===== src/rtl/eval_stack_pkg.sv =====
// rtl/eval_stack_pkg.sv - shared op encodings and sizing helper for the evaluation stack
package eval_stack_pkg;

    // Op codes are the concatenation {push, pop, load}
    localparam logic [2:0] ST_OP_NONE  = 3'b000;
    localparam logic [2:0] ST_OP_LOAD  = 3'b001;
    localparam logic [2:0] ST_OP_POP   = 3'b010;
    localparam logic [2:0] ST_OP_POPL  = 3'b011;
    localparam logic [2:0] ST_OP_PUSH  = 3'b100;
    localparam logic [2:0] ST_OP_PUSHL = 3'b101;
    localparam logic [2:0] ST_OP_PP    = 3'b110;
    localparam logic [2:0] ST_OP_PPL   = 3'b111;

    function automatic int clog2_depth(input int depth);
        return $clog2(depth + 1);
    endfunction

endpackage


===== src/rtl/eval_stack_stack_ctr.sv =====
// rtl/eval_stack_stack_ctr.sv - occupancy, error flags, trap arm and high-water mark
module stack_ctr
    import eval_stack_pkg::*;
#(
    parameter int DEPTH   = 16,
    parameter int TRAP_EN = 1,
    parameter int CW      = clog2_depth(DEPTH)
) (
    input  logic          clk,
    input  logic          rst,
    input  logic [2:0]    op,
    input  logic          err_clr,
    input  logic          hwm_clr,
    output logic [CW-1:0] count,
    output logic          full,
    output logic          empty,
    output logic          ovf,
    output logic          unf,
    output logic          err_trap,
    output logic [CW-1:0] hwm
);

    logic [CW-1:0] count_nxt;
    logic [CW-1:0] hwm_nxt;
    logic          ovf_set;
    logic          unf_set;
    logic          err_new;
    logic          armed;

    always_comb begin
        count_nxt = count;
        ovf_set   = 1'b0;
        unf_set   = 1'b0;
        case (op)
            ST_OP_PUSH, ST_OP_PUSHL: begin
                if (count == CW'(DEPTH)) ovf_set = 1'b1;
                else                     count_nxt = count + 1'b1;
            end
            ST_OP_POP: begin
                if (count == '0) unf_set = 1'b1;
                else             count_nxt = count - 1'b1;
            end
            // Binary-op form: a pop from one entry with a load leaves one entry
            ST_OP_POPL: begin
                if (count == '0)                unf_set = 1'b1;
                else if (count != CW'(1))       count_nxt = count - 1'b1;
            end
            ST_OP_LOAD: begin
                if (count == '0) count_nxt = CW'(1);
            end
            ST_OP_NONE, ST_OP_PP, ST_OP_PPL: ;
            default: ;
        endcase
        err_new = ovf_set | unf_set;
        if (hwm_clr)              hwm_nxt = count_nxt;
        else if (count_nxt > hwm) hwm_nxt = count_nxt;
        else                      hwm_nxt = hwm;
    end

    // A new error beats err_clr on the flag; err_clr always re-arms the trap
    always_ff @(posedge clk) begin
        if (!rst) begin
            count    <= '0;
            ovf      <= 1'b0;
            unf      <= 1'b0;
            err_trap <= 1'b0;
            armed    <= 1'b1;
            hwm      <= '0;
        end else begin
            count    <= count_nxt;
            ovf      <= ovf_set | (ovf & ~err_clr);
            unf      <= unf_set | (unf & ~err_clr);
            err_trap <= (TRAP_EN != 0) && err_new && armed;
            armed    <= err_clr | (armed & ~err_new);
            hwm      <= hwm_nxt;
        end
    end

    assign full  = (count == CW'(DEPTH));
    assign empty = (count == '0);

endmodule


===== src/rtl/eval_stack.sv =====
// rtl/eval_stack.sv - evaluation stack with combined pop/push/load, peek port and error tracking
module eval_stack
    import eval_stack_pkg::*;
#(
    parameter int WIDTH   = 16,
    parameter int DEPTH   = 16,
    parameter int TRAP_EN = 1,
    parameter int IW      = $clog2(DEPTH),
    parameter int CW      = clog2_depth(DEPTH)
) (
    input  logic             clk,
    input  logic             rst,
    input  logic             pop,
    input  logic             push,
    input  logic             load,
    input  logic [WIDTH-1:0] data_in,
    output logic [WIDTH-1:0] data0,
    output logic [WIDTH-1:0] data1,
    input  logic [IW-1:0]    peek_idx,
    output logic [WIDTH-1:0] peek_data,
    output logic [CW-1:0]    count,
    output logic             full,
    output logic             empty,
    output logic             ovf,
    output logic             unf,
    output logic             err_trap,
    input  logic             err_clr,
    output logic [CW-1:0]    hwm,
    input  logic             hwm_clr
);

    logic [WIDTH-1:0] stk [DEPTH];
    logic [2:0]       op;

    assign op = {push, pop, load};

    always_ff @(posedge clk) begin
        if (!rst) begin
            for (int i = 0; i < DEPTH; i++) stk[i] <= '0;
        end else begin
            case (op)
                ST_OP_PUSH, ST_OP_PUSHL: begin
                    for (int i = 1; i < DEPTH; i++) stk[i] <= stk[i-1];
                    if (load) stk[0] <= data_in;
                end
                // Shift runs even on underflow; the tail refills with zeros
                ST_OP_POP, ST_OP_POPL: begin
                    for (int i = 0; i < DEPTH - 1; i++) stk[i] <= stk[i+1];
                    stk[DEPTH-1] <= '0;
                    if (load) stk[0] <= data_in;
                end
                ST_OP_LOAD, ST_OP_PPL: stk[0] <= data_in;
                ST_OP_NONE, ST_OP_PP: ;
                default: ;
            endcase
        end
    end

    assign data0 = stk[0];
    assign data1 = stk[1];

    always_comb begin
        peek_data = '0;
        if (32'(peek_idx) < DEPTH) peek_data = stk[peek_idx];
    end

    stack_ctr #(
        .DEPTH   (DEPTH),
        .TRAP_EN (TRAP_EN),
        .CW      (CW)
    ) u_ctr (
        .clk      (clk),
        .rst      (rst),
        .op       (op),
        .err_clr  (err_clr),
        .hwm_clr  (hwm_clr),
        .count    (count),
        .full     (full),
        .empty    (empty),
        .ovf      (ovf),
        .unf      (unf),
        .err_trap (err_trap),
        .hwm      (hwm)
    );

endmodule


===== config.mk =====
export PLATFORM = sky130hd
export DESIGN_NAME = eval_stack
export DESIGN_NICKNAME = d
export VERILOG_FILES = /design/src/rtl/eval_stack_pkg.sv /design/src/rtl/eval_stack_stack_ctr.sv /design/src/rtl/eval_stack.sv
export SDC_FILE = /design/constraint.sdc
export NUM_CORES = 1
export LEC_CHECK = 0
export ABC_CLOCK_PERIOD_IN_PS = 5200
export CORE_ASPECT_RATIO = 1.2
export CORE_MARGIN = 2
export CORE_UTILIZATION = 55
export CTS_CLUSTER_SIZE = 16
export DETAILED_ROUTE_END_ITERATION = 12
export PLACE_DENSITY = 0.75
export SYNTH_ARGS = -nofsm -noshare
export SYNTH_HDL_FRONTEND = slang
export SYNTH_SLANG_ARGS = --single-unit

===== constraint.sdc =====
create_clock -name clk -period 5.2 [get_ports clk]
set_clock_uncertainty 0.15 [all_clocks]
set_input_delay 0.52 -clock clk [delete_from_list [all_inputs] [get_ports clk]]
set_output_delay 0.52 -clock clk [all_outputs]
set_load 0.005 [all_outputs]

==> out/metrics.csv, run 1 <==
metric,value,unit
CTS buffer count,27,
post-DR vias/cell,6.620,
Max Clock Freq,0.2642,GHz
fraction of layout cells with a size suffix above 1,13.82,%
core area,23820,sq um
Syn Inst Count,1007,
sequential share of the synthesized area,55.22,%
total I/O pin count,90,
via count,9162,
CTS Hold Buffers Added,0,
CP startpoint kind,register,
RSZ-0062 raised after global routing,false,
crit end category,register,
multi-input logic area,5425,sq um
remaining global-route overflow,0,
Final GP Congestion,0.8382,
initial antenna violation count,0,
cell area after layout,15070,sq um
gr usage total,22.80,%
Mapped Nets,1044,
Initial Utilization,55.71,%
IO Port Bufs,89,
P_leak,5.248,nW
period utilization,72.80,%
async set-reset flop share out of synthesis,0,%
Fillers,1796,
Final Hold Viols,0,
setup TNS,0,ps
CTS Sinks,270,
"Clk pin slew, worst setup/hold paths",60,ps
"flops & latches, synth",270,
crit-path max FO,11,
syn avg cell area,13.18,sq um
first-pass GRT wire length,47.51,mm
status,"complete, no violations",
Hold Path Class,register to register,
PD cells,342.0,nW/um^2
Tmin final,3786,ps
# Post-CTS Setup Buffers,0,
Clock Tree Root,clkbuf_16,
vias in the first global route,8778,
CTS max path bufs,3,
Syn. warnings,0,
critical path type,register to register,
WP data arrival,4000,ps
row cnt,62,
# diodes,0,
final setup fails,0,
Reg area,7327,sq um
Slew Limit Fails,0,
Worst-Margin Slew,1078,ps
number of enable flip-flop cells after synthesis,192,
hold path startpoint,u_ctr.armed$_SDFF_PN1_,
Die ar.,25390,sq um
wire length per cell,21.06,microns
number of detailed-route iterations in the first pass,6,
final net count,1080,
Critical R2R Launch,u_ctr.count[0]$_SDFF_PN0_,
drt drc,0,
Slew Limit Headroom,27.92,%
Post-Route WL,29.15,mm
Die X,145.8,microns
CP startpoint,u_ctr.count[0]$_SDFF_PN0_,
Netlist cell types,56,
maximum vdd drop,183.5,uV
worst path required time,5420,ps
DPL Wire Length,17.69,mm
later-pin clock latency in the skew report,530,ps
Post-Place Cell Area,14250,sq um
maxcap violations,0,
Synth Flop Type,edfxtp_1,
TritonCTS clock tree,done,
CTS-repair resized insts,0,
First DRT Iteration DRCs,759,
Routed Antenna Nets,0,
P&R area growth vs syn,13.58,%
CTS H-tree lvls,1,
Synth Cell Area,13270,sq um
Die Y,174.1,microns
largest net degree at the start of global routing,145,
==> power breakdown <==
part           internal [W]  leakage [nW]  switching, W  total (W)
registers           0.00248          2.74      0.000145    0.00262
logic              0.000353          2.11      0.000354   0.000707
clock network       0.00103         0.402      0.000790    0.00183
==> synthesized netlist by cell type (all sizes together), types with 8 or more instances <==
cell    count  share of area (%)
a21oi      88                3.3
nand2     123                3.5
nor3        8               0.41
nor2       27               0.76
ha         10               0.94
inv        15               0.42
a22o      161                 11
edfxtp    192                 43
mux4       80                 14
clkbuf     39                1.1
a211oi      9               0.51
buf        59                2.7
dfxtp      78                 12
a22oi      64                3.6
==> placed cells by master, fill, tap and decap left out, types with 5 or more instances in the layout <==
master             n
a22o_1           161
edfxtp_1         192
nand2_1          122
inv_1             13
clkdlybuf4s50_1   86
clkbuf_16         27
a21oi_1           88
a22oi_1           64
buf_4             15
o21ai_0            5
dfxtp_1           78
ha_1              10
mux4_2            77
nor3_1             5
clkbuf_8           5
nor2_1            25
clkbuf_1          13
a211oi_1           9
==> metal layers <==
layer  track usage [%]  wire length (microns)  up-vias
met2             35.73                  13760      384
li1                  -                      -     4107
met3             3.176                   2052       49
met1             33.55                  12640     4622
met5                 0                      0        -
met4             6.740                    699        0
==> final timing paths <==
path / cells past startpoint / slack (ps) / end
worst max-delay path: 13 / 1410 / u_ctr.hwm[0]$_SDFFE_PN0P_
worst min-delay path: 2 / 300 / u_ctr.err_trap$_SDFF_PN0_
worst max register to register: 13 / 1410 / u_ctr.hwm[0]$_SDFFE_PN0P_
worst min register to register: 2 / 300 / u_ctr.err_trap$_SDFF_PN0_
==> per-stage QoR <==
stage	worst slack, ps	power, W	hold slack (ps)	cells	util [%]
after floorplan	522.4	0.003088	270.0	1007	-
after global placement	1313	0.003348	291.4	1334	59.83
after detailed placement	1254	0.003364	290.4	1334	59.83
after CTS	1505	0.005178	304.8	1384	63.28
after global routing	1183	0.005348	337.5	1384	63.28
final	1414	0.005155	303.0	1384	63.28
==> worst max-delay path: stages, from the launching register on <==
cell and delay (ps):
dfxtp_1 410, inv_1 220, ha_1 260, nor4b_2 420, inv_1 90, ha_1 180
or3b_2 430, o311ai_1 110, o31ai_1 190, and2_1 200, ha_1 190, o221ai_1 390
a21o_1 270, a311oi_1 120
==> cells by family (layout without fill, tap and decap cells) <==
| kind of cell | Yosys count | after routing | share of synthesized area [%] |
|---|---|---|---|
| compound gates | 349 | 349 | 19.75 |
| xor+xnor | 1 | 1 | 0.06602 |
| fa+ha+maj | 10 | 10 | 0.9430 |
| buf+inv | 113 | 170 | 4.215 |
| flops | 270 | 270 | 55.22 |
| mux | 81 | 81 | 13.74 |
| simple gates | 183 | 183 | 6.064 |
==> state kept, by name (all words and copies together) (netlist names) <==
signal	flops
u_ctr.unf	1
u_ctr.hwm	5
u_ctr.count	5
u_ctr.err_trap	1
u_ctr.ovf	1
u_ctr.armed	1
stk	256
==> area by class of cell <==
class	count	share of cell area (%)
Clock buffer	45	5.264
Inverter	15	0.3819
Sequential cell	270	48.62
Clock inverter	5	0.1827
Timing Repair Buffer	105	6.891
Multi-Input combinational cell	624	36.00
Tap cell	320	2.657
No activity file was read; power rests on OpenSTA's default activity.
==> inputs of run 2 (changes only) <==
--- a/config.mk
+++ b/config.mk
@@ -5,7 +5,7 @@
 export SDC_FILE = /design/constraint.sdc
 export NUM_CORES = 1
 export LEC_CHECK = 0
-export ABC_CLOCK_PERIOD_IN_PS = 5200
+export ABC_CLOCK_PERIOD_IN_PS = 3500
 export CORE_ASPECT_RATIO = 1.2
 export CORE_MARGIN = 2
 export CORE_UTILIZATION = 55
==> constraint.sdc (replaced) <==
create_clock -name clk -period 3.5 [get_ports clk]
set_clock_uncertainty 0.15 [all_clocks]
set_input_delay 0.35 -clock clk [delete_from_list [all_inputs] [get_ports clk]]
set_output_delay 0.35 -clock clk [all_outputs]
set_load 0.005 [all_outputs]
==> out/metrics.csv, run 2 (synthesis results as in run 1) <==
metric,value,unit,change
Reg area,7327,sq um,unchanged
DPL Wire Length,18.60,mm,was 17.69 mm
path length in cells of the critical path,13,,unchanged
worst path required time,3790,ps,was 5420 ps
WP data arrival,3530,ps,was 4000 ps
CTS H-tree lvls,1,,unchanged
post-DR vias/cell,6.673,,was 6.620
Critical R2R Launch,u_ctr.count[0]$_SDFF_PN0_,,unchanged
Slew Limit Headroom,35.18,%,was 27.92%
Max Clock Freq,0.3088,GHz,was 0.2642 GHz
reg2reg setup slack,260,ps,was 1410 ps
Die X,145.8,microns,unchanged
core area,23820,sq um,unchanged
later-pin clock latency in the skew report,530,ps,about the same
DR top layer,met4,,unchanged
largest net degree at the start of global routing,145,,unchanged
crit-path max FO,5,,was 11
Final GP Congestion,0.8771,,was 0.8382
Top delay family on crit path,simple AND/OR/NAND/NOR gates,,was compound AO/OA/AOI/OAI gates
"Cell Chain, Critical Path",inv_1 -> ha_1 -> nor4b_2 -> inv_1 -> ha_1 -> or3b_2 -> o311ai_1 -> o31ai_1 -> and2_1 -> ha_1 -> nand2_1 -> a21o_1 -> a311oi_1,,was inv_1 -> ha_1 -> nor4b_2 -> inv_1 -> ha_1 -> or3b_2 -> o311ai_1 -> o31ai_1 -> and2_1 -> ha_1 -> o221ai_1 -> a21o_1 -> a311oi_1
Pwr Total,0.007682,W,was 0.005155 W
Final Hold Viols,0,,unchanged
final net count,1102,,was 1080
maxcap violations,0,,unchanged
CP startpoint kind,register,,unchanged
Tmin final,3239,ps,was 3786 ps
multi-input logic area,5431,sq um,was 5425 sq um
Critical Path End,u_ctr.hwm[0]$_SDFFE_PN0P_,,unchanged
Worst-Margin Slew,972.3,ps,was 1078 ps
"leading cell type in the layout, fill and taps excluded",edfxtp_1,,unchanged
crit end category,register,,unchanged
First DRT Iteration DRCs,1040,,was 759
fraction of layout cells with a size suffix above 1,15.58,%,was 13.82%
Largest Register,stk,,unchanged
Hold Path Class,input pin to register,,was register to register
maximum vdd drop,326.6,uV,was 183.5 uV
critical path type,register to register,,unchanged
first-pass GRT wire length,48.24,mm,was 47.51 mm
max FFs per register,256,,unchanged
wire length per cell,21.35,microns,was 21.06 microns
Reg2Reg Capture Point,u_ctr.hwm[0]$_SDFFE_PN0P_,,unchanged
row cnt,62,,unchanged
PD cells,502.4,nW/um^2,was 342.0 nW/um^2
Buf/Inv on CP,2,,unchanged
"Clk pin slew, worst setup/hold paths",60,ps,about the same
Initial Utilization,55.71,%,unchanged
most frequent cells in the layout,"192 x edfxtp_1, 161 x a22o_1, 122 x nand2_1, 88 x a21oi_1, 87 x clkdlybuf4s50_1",,"was 192 x edfxtp_1, 161 x a22o_1, 122 x nand2_1, 88 x a21oi_1, 86 x clkdlybuf4s50_1"
remaining global-route overflow,0,,unchanged
total I/O pin count,90,,unchanged
status,"complete, no violations",,unchanged
final setup fails,0,,unchanged
setup TNS,0,ps,unchanged
R2R cell count,13,,unchanged
DRT met1 WL,13.12,mm,was 12.64 mm
Fillers,1738,,was 1796
number of detailed-route iterations in the first pass,5,,was 6
slowest cell on the critical path,or3b_2,,unchanged
CTS buffer count,27,,unchanged
Post-Route WL,29.99,mm,was 29.15 mm
peak per-stage delay on the critical path,430,ps,about the same
CTS Sinks,270,,unchanged
Die ar.,25390,sq um,unchanged
IO Port Bufs,89,,unchanged
period utilization,92.53,%,was 72.80%
P_leak,5.373,nW,was 5.248 nW
gr usage total,23.20,%,was 22.80%
largest registers,"stk: 256 flops, u_ctr.count: 5 flops, u_ctr.hwm: 5 flops",,unchanged
Die Y,174.1,microns,unchanged
vias in the first global route,8754,,was 8778
metal3 WL,2.007,mm,was 2.052 mm
Routed Antenna Nets,0,,unchanged
Clock Tree Root,clkbuf_16,,unchanged
TritonCTS clock tree,done,,unchanged
CTS max path bufs,3,,unchanged
P&R area growth vs syn,15.24,%,was 13.58%
WL met2,14.38,mm,was 13.76 mm
initial antenna violation count,0,,unchanged
"most used cell, CP",ha_1,,unchanged
Slew Limit Fails,0,,unchanged
via count,9376,,was 9162
CP startpoint,u_ctr.count[0]$_SDFF_PN0_,,unchanged
RSZ-0062 raised after global routing,false,,unchanged
drt drc,0,,unchanged
# diodes,0,,unchanged
-- run 2: changes by cell type in the layout (fill, tap and decap cells not counted), sizes merged --
cell	delta
clkinv	+5
clkdlybuf4s50	+1
clkbuf	-6
buf	+21
-- run 2: stage by stage --
| stage | cell area, sq um | setup WS, ps | instances | util, % | hold WS [ps] |
|---|---|---|---|---|---|
| after floorplan | 13270 | 185.5 | 1007 | - | 270.3 |
| after global placement | 14480 | 197.2 | 1356 | 60.81 | 297.2 |
| after detailed placement | 14480 | 116.7 | 1356 | 60.81 | 302.8 |
| after CTS | 15280 | 239.2 | 1405 | 64.17 | 288.2 |
| after global routing | 15290 | 26.50 | 1405 | 64.20 | 323.7 |
| final | 15290 | 261.3 | 1405 | 64.20 | 301.1 |
-- run 2: area by class of cell --
| class | count | area share (%) |
|---|---|---|
| inverter | 15 | 0.3764 |
| multi-input combinational | 624 | 35.52 |
| clock inverter | 10 | 0.3028 |
| tap | 320 | 2.619 |
| timing repair buffer | 127 | 8.314 |
| sequential | 270 | 47.92 |
| clock buffer | 39 | 4.943 |
-- run 2: power breakdown --
part / leakage [nW] / total (W) / switching, W / internal [W]
Sequential: 2.74 / 0.00389 / 0.000212 / 0.00368
Combinational: 2.23 / 0.00112 / 0.000550 / 0.000567
Clock: 0.398 / 0.00267 / 0.00118 / 0.00149
-- run 2: layer usage --
metal,vias up,global-route usage (%)
met1,4800,34.57
li1,4159,-
met5,-,0
met3,40,3.281
met2,377,36.42
met4,0,5.719
-- run 2: worst min-delay path by stage --
stage	to	start	slack, ps	cells after the start
finish	u_ctr.armed$_SDFF_PN1_	err_clr	300	2
global route	u_ctr.armed$_SDFF_PN1_	err_clr	320	2
CTS	u_ctr.armed$_SDFF_PN1_	err_clr	290	2
detailed placement	u_ctr.err_trap$_SDFF_PN0_	u_ctr.armed$_SDFF_PN1_	300	2
global placement	u_ctr.err_trap$_SDFF_PN0_	u_ctr.armed$_SDFF_PN1_	300	2
floorplan	u_ctr.err_trap$_SDFF_PN0_	u_ctr.armed$_SDFF_PN1_	270	2
-- run 2: what timing repair did --
action                     4_1_cts  5_1_grt
setup buffers                    0        0
setup endpoints to repair        0        4
hold endpoints to repair         0        0
gates resized for setup          0        2
hold buffers                     0        0
